`src/rtl/fifo_pkg.sv`:
```
// Shared async-FIFO definitions: pointer Gray helpers, controller state enum, default address width.
package fifo_pkg;

  localparam int FIFO_ADDR_W = 4;

  typedef enum logic [1:0] {
    INIT  = 2'd0,
    RUN   = 2'd1,
    FLUSH = 2'd2
  } fifo_state_e;

  function automatic logic [31:0] bin2gray(input logic [31:0] b);
    return b ^ (b >> 1);
  endfunction

  // Prefix XOR from the MSB down, done in log2 steps.
  function automatic logic [31:0] gray2bin(input logic [31:0] g);
    logic [31:0] b;
    b = g;
    b = b ^ (b >> 1);
    b = b ^ (b >> 2);
    b = b ^ (b >> 4);
    b = b ^ (b >> 8);
    b = b ^ (b >> 16);
    return b;
  endfunction

endpackage

```
`src/rtl/gray2bin_conv.sv`:
```
// Combinational Gray-to-binary converter, shared by the read- and write-side FIFO controllers.
module gray2bin_conv #(
  parameter int WIDTH = 5
) (
  input  logic [WIDTH-1:0] gray_i,
  output logic [WIDTH-1:0] bin_o
);

  for (genvar i = 0; i < WIDTH; i++) begin : g_bit
    assign bin_o[i] = ^(gray_i >> i);
  end

endmodule

```
`src/rtl/fifo_rd_ctrl.sv`:
```
// Async FIFO read-side controller (clk_B): read pointer, empty, pop handshake, flush.
// Optional registered occupancy output via macro FIFO_RD_LEVEL_EN (rd_level tied to 0 otherwise).
module fifo_rd_ctrl
  import fifo_pkg::*;
#(
  parameter int ADDR_W      = FIFO_ADDR_W,
  parameter int SYNC_STAGES = 2
) (
  input  logic              clk_B,
  input  logic              rst,
  input  logic              en,
  input  logic [ADDR_W:0]   wptr_gray_sync,
  input  logic              rd_en,
  input  logic              flush,
  output logic [ADDR_W-1:0] rd_addr,
  output logic [ADDR_W:0]   rptr_gray,
  output logic              empty,
  output logic              rd_valid,
  output logic              underflow,
  output logic [ADDR_W:0]   rd_level
);
  // state | meaning
  // INIT  | synchronizer warm-up; empty forced, pops refused
  // RUN   | normal pop handling and empty tracking
  // FLUSH | one settle cycle after jumping the read pointer to the write pointer

  localparam int PTR_W = ADDR_W + 1;
  localparam int CNT_W = (SYNC_STAGES > 1) ? $clog2(SYNC_STAGES) : 1;
  localparam logic [CNT_W-1:0] WARM_LAST = CNT_W'(SYNC_STAGES - 1);

  fifo_state_e      state_q, state_d;
  logic [CNT_W-1:0] warm_cnt_q, warm_cnt_d;
  logic [PTR_W-1:0] rbin_q, rbin_d;
  logic [PTR_W-1:0] rptr_gray_q, rptr_gray_d;
  logic             empty_q, empty_d;
  logic             rd_valid_q, rd_valid_d;
  logic             underflow_q, underflow_d;
  logic [PTR_W-1:0] wbin;
  logic [PTR_W-1:0] rbin_next;
  logic [PTR_W-1:0] rgray_next;
  logic             pop;

  gray2bin_conv #(.WIDTH(PTR_W)) u_wptr_g2b (
    .gray_i (wptr_gray_sync),
    .bin_o  (wbin)
  );

  assign pop        = (state_q == RUN) && rd_en && !empty_q && !flush;
  assign rbin_next  = pop ? rbin_q + PTR_W'(1) : rbin_q;
  assign rgray_next = PTR_W'(bin2gray(32'(rbin_next)));

  always_ff @(posedge clk_B or posedge rst) begin
    if (rst) begin
      state_q    <= INIT;
      warm_cnt_q <= '0;
    end else if (en) begin
      state_q    <= state_d;
      warm_cnt_q <= warm_cnt_d;
    end
  end

  always_comb begin
    state_d    = state_q;
    warm_cnt_d = warm_cnt_q;
    unique case (state_q)
      INIT: begin
        if (warm_cnt_q == WARM_LAST) state_d = RUN;
        else                         warm_cnt_d = warm_cnt_q + CNT_W'(1);
      end
      RUN:     if (flush) state_d = FLUSH;
      FLUSH:   state_d = RUN;
      default: state_d = INIT;
    endcase
  end

  always_comb begin
    rbin_d      = rbin_q;
    rptr_gray_d = rptr_gray_q;
    empty_d     = 1'b1;
    rd_valid_d  = 1'b0;
    underflow_d = underflow_q;
    if (state_q == RUN) begin
      if (flush) begin
        rbin_d      = wbin;
        rptr_gray_d = wptr_gray_sync;
        underflow_d = 1'b0;
      end else begin
        rbin_d      = rbin_next;
        rptr_gray_d = rgray_next;
        empty_d     = (rgray_next == wptr_gray_sync);
        rd_valid_d  = pop;
        if (rd_en && empty_q) underflow_d = 1'b1;
      end
    end
  end

  always_ff @(posedge clk_B or posedge rst) begin
    if (rst) begin
      rbin_q      <= '0;
      rptr_gray_q <= '0;
      empty_q     <= 1'b1;
      rd_valid_q  <= 1'b0;
      underflow_q <= 1'b0;
    end else if (en) begin
      rbin_q      <= rbin_d;
      rptr_gray_q <= rptr_gray_d;
      empty_q     <= empty_d;
      rd_valid_q  <= rd_valid_d;
      underflow_q <= underflow_d;
    end
  end

`ifdef FIFO_RD_LEVEL_EN
  logic [PTR_W-1:0] rd_level_q, rd_level_d;

  always_comb begin
    rd_level_d = '0;
    if (state_q == RUN && !flush) rd_level_d = wbin - rbin_next;
  end

  always_ff @(posedge clk_B or posedge rst) begin
    if (rst)     rd_level_q <= '0;
    else if (en) rd_level_q <= rd_level_d;
  end

  assign rd_level = rd_level_q;
`else
  assign rd_level = '0;
`endif

  assign rd_addr   = rbin_q[ADDR_W-1:0];
  assign rptr_gray = rptr_gray_q;
  assign empty     = empty_q;
  assign rd_valid  = rd_valid_q;
  assign underflow = underflow_q;

endmodule

```
`config.mk`:
```
export PLATFORM = sky130hd
export DESIGN_NAME = fifo_rd_ctrl
export DESIGN_NICKNAME = d
export VERILOG_FILES = /design/src/rtl/fifo_pkg.sv /design/src/rtl/gray2bin_conv.sv /design/src/rtl/fifo_rd_ctrl.sv
export SDC_FILE = /design/constraint.sdc
export NUM_CORES = 1
export LEC_CHECK = 0
export BUFFER_PORTS_ARGS = -buffer_cell sky130_fd_sc_hd__buf_2
export CORE_MARGIN = 1.5
export CORE_UTILIZATION = 25
export CTS_CLUSTER_SIZE = 20
export DETAILED_ROUTE_END_ITERATION = 6
export GPL_TIMING_DRIVEN = 0
export PLACE_DENSITY = 0.4
export SYNTH_ARGS = -nofsm -noshare
export SYNTH_HDL_FRONTEND = slang
export SYNTH_SLANG_ARGS = --single-unit
```
`constraint.sdc`:
```
create_clock -name clk_B -period 3.6 [get_ports clk_B]
set_input_delay 0.36 -clock clk_B [delete_from_list [all_inputs] [get_ports clk_B]]
set_output_delay 0.36 -clock clk_B [all_outputs]
set_load 0.05 [all_outputs]
```
==> metrics, run 1 <==
core area=0.00438 sq mm; Pins Over Slew Limit=0; Synth Register Bits=15; number of synthesized flops with an enable pin=0; Layout Utilization=0.313; Worst Setup End Kind=flip-flop; antenna cell count=0; GRT overflow=0; skew final=0.00195 ns; Via Count=1090; Worst EP required=3.74 ns; postcts setup bufs=0; worst ir drop on vdd=351 uV; H-Tree Depth=1; HPWL after detailed placement=2440 um; Crit-path slowest cell=dfrtp_1; Synth Warn #=0; final worst slack=1.30 ns; CP Max Fanout=9; drt drc=0; DRT antenna net count=0; Placement Cell Area=0.00133 sq mm; CTS root buffer=clkbuf_8; CP bufs+invs=0; fraction of registers with async set/reset=1.00; Hold Buf Count CTS=0; GPL Wtd Cong=0.815; Setup crit start kind=flip-flop; synth unique cells=44; Vias/cell=5.05; FILL cells=478; Max-slew headroom=0.587; fmax=434 MHz; fraction of layout instances using a drive strength above 1=0.244; Worst path max stage delay=0.52 ns; Reg clk slew, reported paths=0.06 ns; R2R cell count=6; I/O pin total=27; mean post-synth cell area=8.42 sq um; Clk Latency, worst-skew pair=0.25 ns; setup slack, reg-to-reg=1.30 ns; RSZ-0062 raised after global routing=no; pre-CTS setup slack=1.32 ns; port bufs=19; DIE HEIGHT=70.9 um; die width=70.9 um; fin nets=176; initial antenna violation count=0; family with the most delay on the worst path=compound AO/OA/AOI/OAI gates; gr usage total=0.134; status=complete, no violations; # rows=24; initial core utilization=0.263; wire per inst=15.5 um; Sink Count=15; total CTS buffers=3; register area share after synthesis=0.326; TritonCTS clock tree=done; leak pwr=0.596 nW; Final Instance Area=0.00137 sq mm; drt first pass iters=4; register area=377 sq um; crit path launch=rbin_q[1]; Max Cap Viol=0; largest net degree at the start of global routing=16; vias in the first global route=1021; post-CTS resize count=0; Setup violations, final=0; reg2reg end=empty; critical-path cell list=ha_1 > a21oi_1 > or4_1 > a221oi_2 > xor2_1 > o41ai_1; die area=0.00503 sq mm; placed insts=212; most frequent cells in the layout=22 x buf_2, 14 x dfrtp_1, 11 x nor2_1; Hold WC Path Type=input pin to asynchronous set/reset pin; 1st-iter DRT viols=40; critical path class=flip-flop to flip-flop; ratio of final minimum period to clock period=0.640; Hold WS=0.181 ns; clk buf depth=2; TNS Setup=0 ns; FF-to-FF Start=rbin_q[1]; most common cell after layout, fill and taps aside=buf_2; Tot Pwr=1.21 mW; PD cells=880 mW/mm^2; crit path time final=2.30 ns; multi-input logic area=702 sq um; area delta synth->final=19.1%; main flop type after synthesis=dfrtp_1; worst-margin pin slew=0.619 ns; global-route wire length before repair=5310 um; Non-Filler Instances=216; Cells after Synth=137; Hold Violations, Final=0; Mapped Area=0.00115 sq mm; crit path DAT=2.45 ns; Post-Route WL=3350 um
report_power, final:
group / internal (mW) / switching [mW] / total, mW
registers: 0.231 / 0.0599 / 0.291
logic: 0.259 / 0.518 / 0.777
clock network: 0.0784 / 0.0618 / 0.140
total: 0.569 / 0.640 / 1.21
state kept, by name (all words and copies together), names as in the netlist:
| name | flops |
|---|---|
| rbin_q | 5 |
| rptr_gray | 4 |
| state_q | 2 |
| empty | 1 |
| rd_valid | 1 |
| underflow | 1 |
| warm_cnt_q | 1 |
per-layer routing:
layer	share of wire	wire length, um	global-route usage	up-vias
li1	-	-	-	540
met1	0.49	1650	0.192	514
met2	0.45	1500	0.204	34
met3	0.055	185	0.0271	2
met4	0.0066	22	0.0440	0
met5	0	0	0	-
final cells by class:
type | instances | share of cell area
tap | 52 | 0.0474
buffer | 12 | 0.0492
multi-input combinational | 108 | 0.511
sequential | 15 | 0.274
timing repair buffer | 19 | 0.0692
clock buffer | 4 | 0.0328
inverter | 6 | 0.0164
worst reg2reg max path: cells and delay by family, from the launching register on:
| family | cells | cell delay, ns |
|---|---|---|
| AND/OR/NAND/NOR | 1 | 0.44 |
| AO/OA/AOI/OAI | 3 | 0.75 |
| adder cells (fa/ha/maj) | 1 | 0.38 |
| flip-flops | 1 | 0.52 |
| XOR/XNOR | 1 | 0.11 |
cells by family (layout without fill, tap and decap cells):
group / Yosys count / in the layout / share of synthesized area
buf+inv: 18 / 41 / 0.0781
compound gates: 41 / 41 / 0.236
mux: 1 / 1 / 0.00976
other cells: 1 / 5 / 0.00325
simple gates: 44 / 44 / 0.214
fa+ha+maj: 1 / 1 / 0.0108
xor+xnor: 16 / 16 / 0.121
flops: 15 / 15 / 0.326
worst max path at each step:
stage | to | slack (ns) | depth (start not counted)
detailed placement | empty | 1.32 | 6
global placement | empty | 1.25 | 6
CTS | empty | 1.30 | 6
floorplan | empty | 1.25 | 6
finish | empty | 1.30 | 6
global route | empty | 1.06 | 6
synthesized netlist by cell type (2+ instances only):
library cell | number | share of area
a21oi_1 | 10 | 0.043
o21ai_0 | 9 | 0.039
nand2b_1 | 3 | 0.016
and2_1 | 2 | 0.011
and3_2 | 2 | 0.013
dfrtp_1 | 14 | 0.30
nand2_1 | 8 | 0.026
nor2_1 | 11 | 0.036
inv_1 | 6 | 0.020
nand3_1 | 4 | 0.017
a31oi_1 | 4 | 0.022
xor2_1 | 8 | 0.061
xnor2_1 | 8 | 0.061
clkbuf_1 | 4 | 0.013
buf_4 | 5 | 0.033
nor2b_1 | 2 | 0.011
buf_2 | 3 | 0.013
and3_1 | 2 | 0.011
o41ai_1 | 2 | 0.015
o22ai_1 | 6 | 0.033
Note: power is estimated with default switching activity, not from simulation.
==> inputs of run 2 (changes only) <==
--- a/config.mk
+++ b/config.mk
@@ -5,6 +5,7 @@
 export SDC_FILE = /design/constraint.sdc
 export NUM_CORES = 1
 export LEC_CHECK = 0
+export ABC_AREA = 1
 export BUFFER_PORTS_ARGS = -buffer_cell sky130_fd_sc_hd__buf_2
 export CORE_MARGIN = 1.5
 export CORE_UTILIZATION = 25
==> constraint.sdc (replaced) <==
create_clock -name clk_B -period 2.3 [get_ports clk_B]
set_input_delay 0.23 -clock clk_B [delete_from_list [all_inputs] [get_ports clk_B]]
set_output_delay 0.23 -clock clk_B [all_outputs]
set_load 0.05 [all_outputs]
==> run 2 against run 1 <==
Net effect: via count is 0.73% lower; synthesized cell count is 19% higher; cell area decreased by 1.5%; critical path depth up 1; cell count is 13% higher; sequential share of layout area up 0.43 points; worst hold slack got worse by 0.14 ns; worst setup slack got worse by 0.82 ns; register-to-register slack got worse by 0.82 ns; largest cell class unchanged.
==> metrics, run 2 <==
Hold Violations, Final=0 (unchanged); fmax=548 MHz (+26%); max FFs per register=5 (unchanged); RSZ-0062 raised after global routing=no; fraction of layout instances using a drive strength above 1=0.260 (+0.0165); ratio of final minimum period to clock period=0.793 (+0.153); Mapped Area=0.00112 sq mm (-2.8%); Post-Route WL=2880 um (-14%); status=complete, no violations; family with the most delay on the worst path=simple AND/OR/NAND/NOR gates; GPL Wtd Cong=0.744 (-8.8%); antenna cell count=0 (unchanged); Reg clk slew, reported paths=0.07 ns (about the same); most frequent cells in the layout=56 x nand2_1, 21 x inv_1, 21 x buf_2; DIE HEIGHT=70.0 um (-1.4%); placed insts=240 (+13%); reg2reg end=rptr_gray[1]; drt first pass iters=4 (unchanged); Clk Latency, worst-skew pair=0.26 ns (about the same); initial core utilization=0.259 (-0.00387); Synth Area in Adders=0.0112 (+0.000315); Vias/cell=4.43 (-12%); global-route wire length before repair=4820 um (-9.4%); Crit-path slowest cell=dfrtp_1; Commonest cells post-synth=56 x nand2_1, 21 x inv_1, 16 x nand3_1; Area contributors post-synth=dfrtp_1 31%, nand2_1 19%, nand3_1 7.1%; Top reg by flops=rbin_q; share of the synthesized area in the top cell type=0.313 (+0.00881); Final Instance Area=0.00135 sq mm (-1.5%); Setup violations, final=0 (unchanged); # rows=24 (unchanged); post-CTS resize count=0 (unchanged); mux cell area share after synthesis=0 (-0.00976); HPWL after detailed placement=2230 um (-8.7%); post-synthesis xor/xnor area fraction=0.0313 (-0.0902); Synth Warn #=0 (unchanged); largest net degree at the start of global routing=16 (unchanged); crit path DAT=1.99 ns (-0.46 ns); Setup crit start kind=flip-flop; critical path class=flip-flop to flip-flop; critical-path cell list=inv_1 > nand2_1 > nor2_2 > inv_1 > nor2_4 > inv_1 > o221ai_1; R2R cell count=7 (+1); Max-slew headroom=0.577 (-0.00915); I/O pin total=27 (unchanged); wire per inst=11.8 um (-24%); Non-Filler Instances=244 (+13%); CTS root buffer=clkbuf_8; Max Cap Viol=0 (unchanged); crit path time final=1.82 ns (-0.479 ns); fin nets=204 (+16%); initial antenna violation count=0 (unchanged); fraction of registers with async set/reset=1.00 (unchanged); die area=0.00490 sq mm (-2.7%); Worst EP required=2.46 ns (-1.28 ns); main flop type after synthesis=dfrtp_1; H-Tree Depth=1 (unchanged); worst setup path end=rptr_gray[1]; WP depth=7 (+1); Worst Setup End Kind=flip-flop; Hold WC Path Type=input pin to asynchronous set/reset pin; CP bufs+invs=3 (+3); synth unique cells=29 (-34%); vias in the first global route=980 (-4.0%); 1st-iter DRT viols=41 (+2.5%); gr usage total=0.123 (-0.0111); area delta synth->final=20.6%; DRT antenna net count=0 (unchanged); Cells after Synth=163 (+19%); Simple-Gate Fraction of Synth Area=0.386 (+0.172); cell mode on critical path=inv_1; CP Max Fanout=7 (-2); port bufs=21 (+2); TritonCTS clock tree=done; largest area contributor in the netlist=dfrtp_1; PD cells=1320 mW/mm^2 (+50%); Pins Over Slew Limit=0 (unchanged); register area share after synthesis=0.336 (+0.00947); number of synthesized flops with an enable pin=0 (unchanged); drt drc=0 (unchanged); total CTS buffers=3 (unchanged); Synth Area in Compound Gates=0.113 (-0.124); Synth Register Bits=15 (unchanged); TNS Setup=0 ns (unchanged); leak pwr=0.722 nW (+21%); GRT overflow=0 (unchanged); clk buf depth=2 (unchanged); most frequent cell after synthesis=nand2_1; worst-margin pin slew=0.633 ns (+0.0137 ns); postcts setup bufs=0 (unchanged); die width=70.0 um (-1.4%); worst ir drop on vdd=417 uV (+19%); Worst path max stage delay=0.41 ns (-0.11 ns); skew final=0.00436 ns (+0.00241 ns); setup slack, reg-to-reg=0.48 ns (-0.82 ns); Hold Buf Count CTS=0 (unchanged); Via Count=1082 (-0.73%); crit path launch=state_q[1]; FF-to-FF Start=state_q[1]; mean post-synth cell area=6.88 sq um (-18%); core area=0.00432 sq mm (-1.4%); most common cell after layout, fill and taps aside=nand2_1; largest family of logic cells by synthesized area=simple AND/OR/NAND/NOR gates; Placement Cell Area=0.00131 sq mm (-1.7%); Sink Count=15 (unchanged)
-- run 2: logic make-up (layout without fill, tap and decap cells) --
kind of cell / count (synthesis) / count (layout)
other: 1 / 5
flip-flops: 15 / 15
adder cells (fa/ha/maj): 1 / 1
buffers and inverters: 30 / 55
XOR/XNOR: 4 / 4
AND/OR/NAND/NOR: 94 / 94
AO/OA/AOI/OAI: 18 / 18
-- run 2: worst min-delay path by stage --
stage,start,cells after the start,endpoint,slack (ns)
final,rst,2,underflow,0.04
after global routing,rst,2,underflow,0.10
after CTS,rst,2,underflow,0.07
after detailed placement,rst,2,underflow,0.35
after global placement,rst,2,underflow,0.35
after floorplan,rst,1,rbin_q[0],0.13
-- run 2: cell type report --
type	count	area, sq um
well taps	52	65.1
plain buffers	5	37.5
repair buffers	21	105
multi-input cells	122	626
clock buffers	3	41.3
inverters	25	96.3
flip-flops and latches	15	377
fillers	500	2970
clock inverters	1	5.00
-- run 2: metrics by stage --
stage / setup slack, ns / hold WS [ns] / total power, mW / util
3_5_place_dp: 0.485 / 0.353 / 1.57 / 0.302
2_1_floorplan: 0.455 / 0.131 / 1.33 / -
4_1_cts: 0.464 / 0.0726 / 1.81 / 0.313
5_1_grt: 0.269 / 0.104 / 1.93 / 0.313
3_3_place_gp: 0.472 / 0.350 / 1.57 / 0.302
6_report: 0.476 / 0.0428 / 1.79 / 0.313
-- run 2: where the power goes --
| group | total (mW) | switching [mW] | internal, mW | leakage [nW] |
|---|---|---|---|---|
| registers | 0.473 | 0.110 | 0.363 | 0.180 |
| logic | 1.09 | 0.783 | 0.304 | 0.517 |
| clock network | 0.229 | 0.109 | 0.120 | 0.0255 |
-- run 2: per-layer routing --
metal  wire length, um  share of wire  vias to the layer above  track usage
met5                 0              0                        -            0
met4                47          0.016                        0       0.0449
met3               121          0.042                        5       0.0216
met2              1220           0.42                       29        0.178
met1              1490           0.52                      475        0.183
li1                  -              -                      573            -
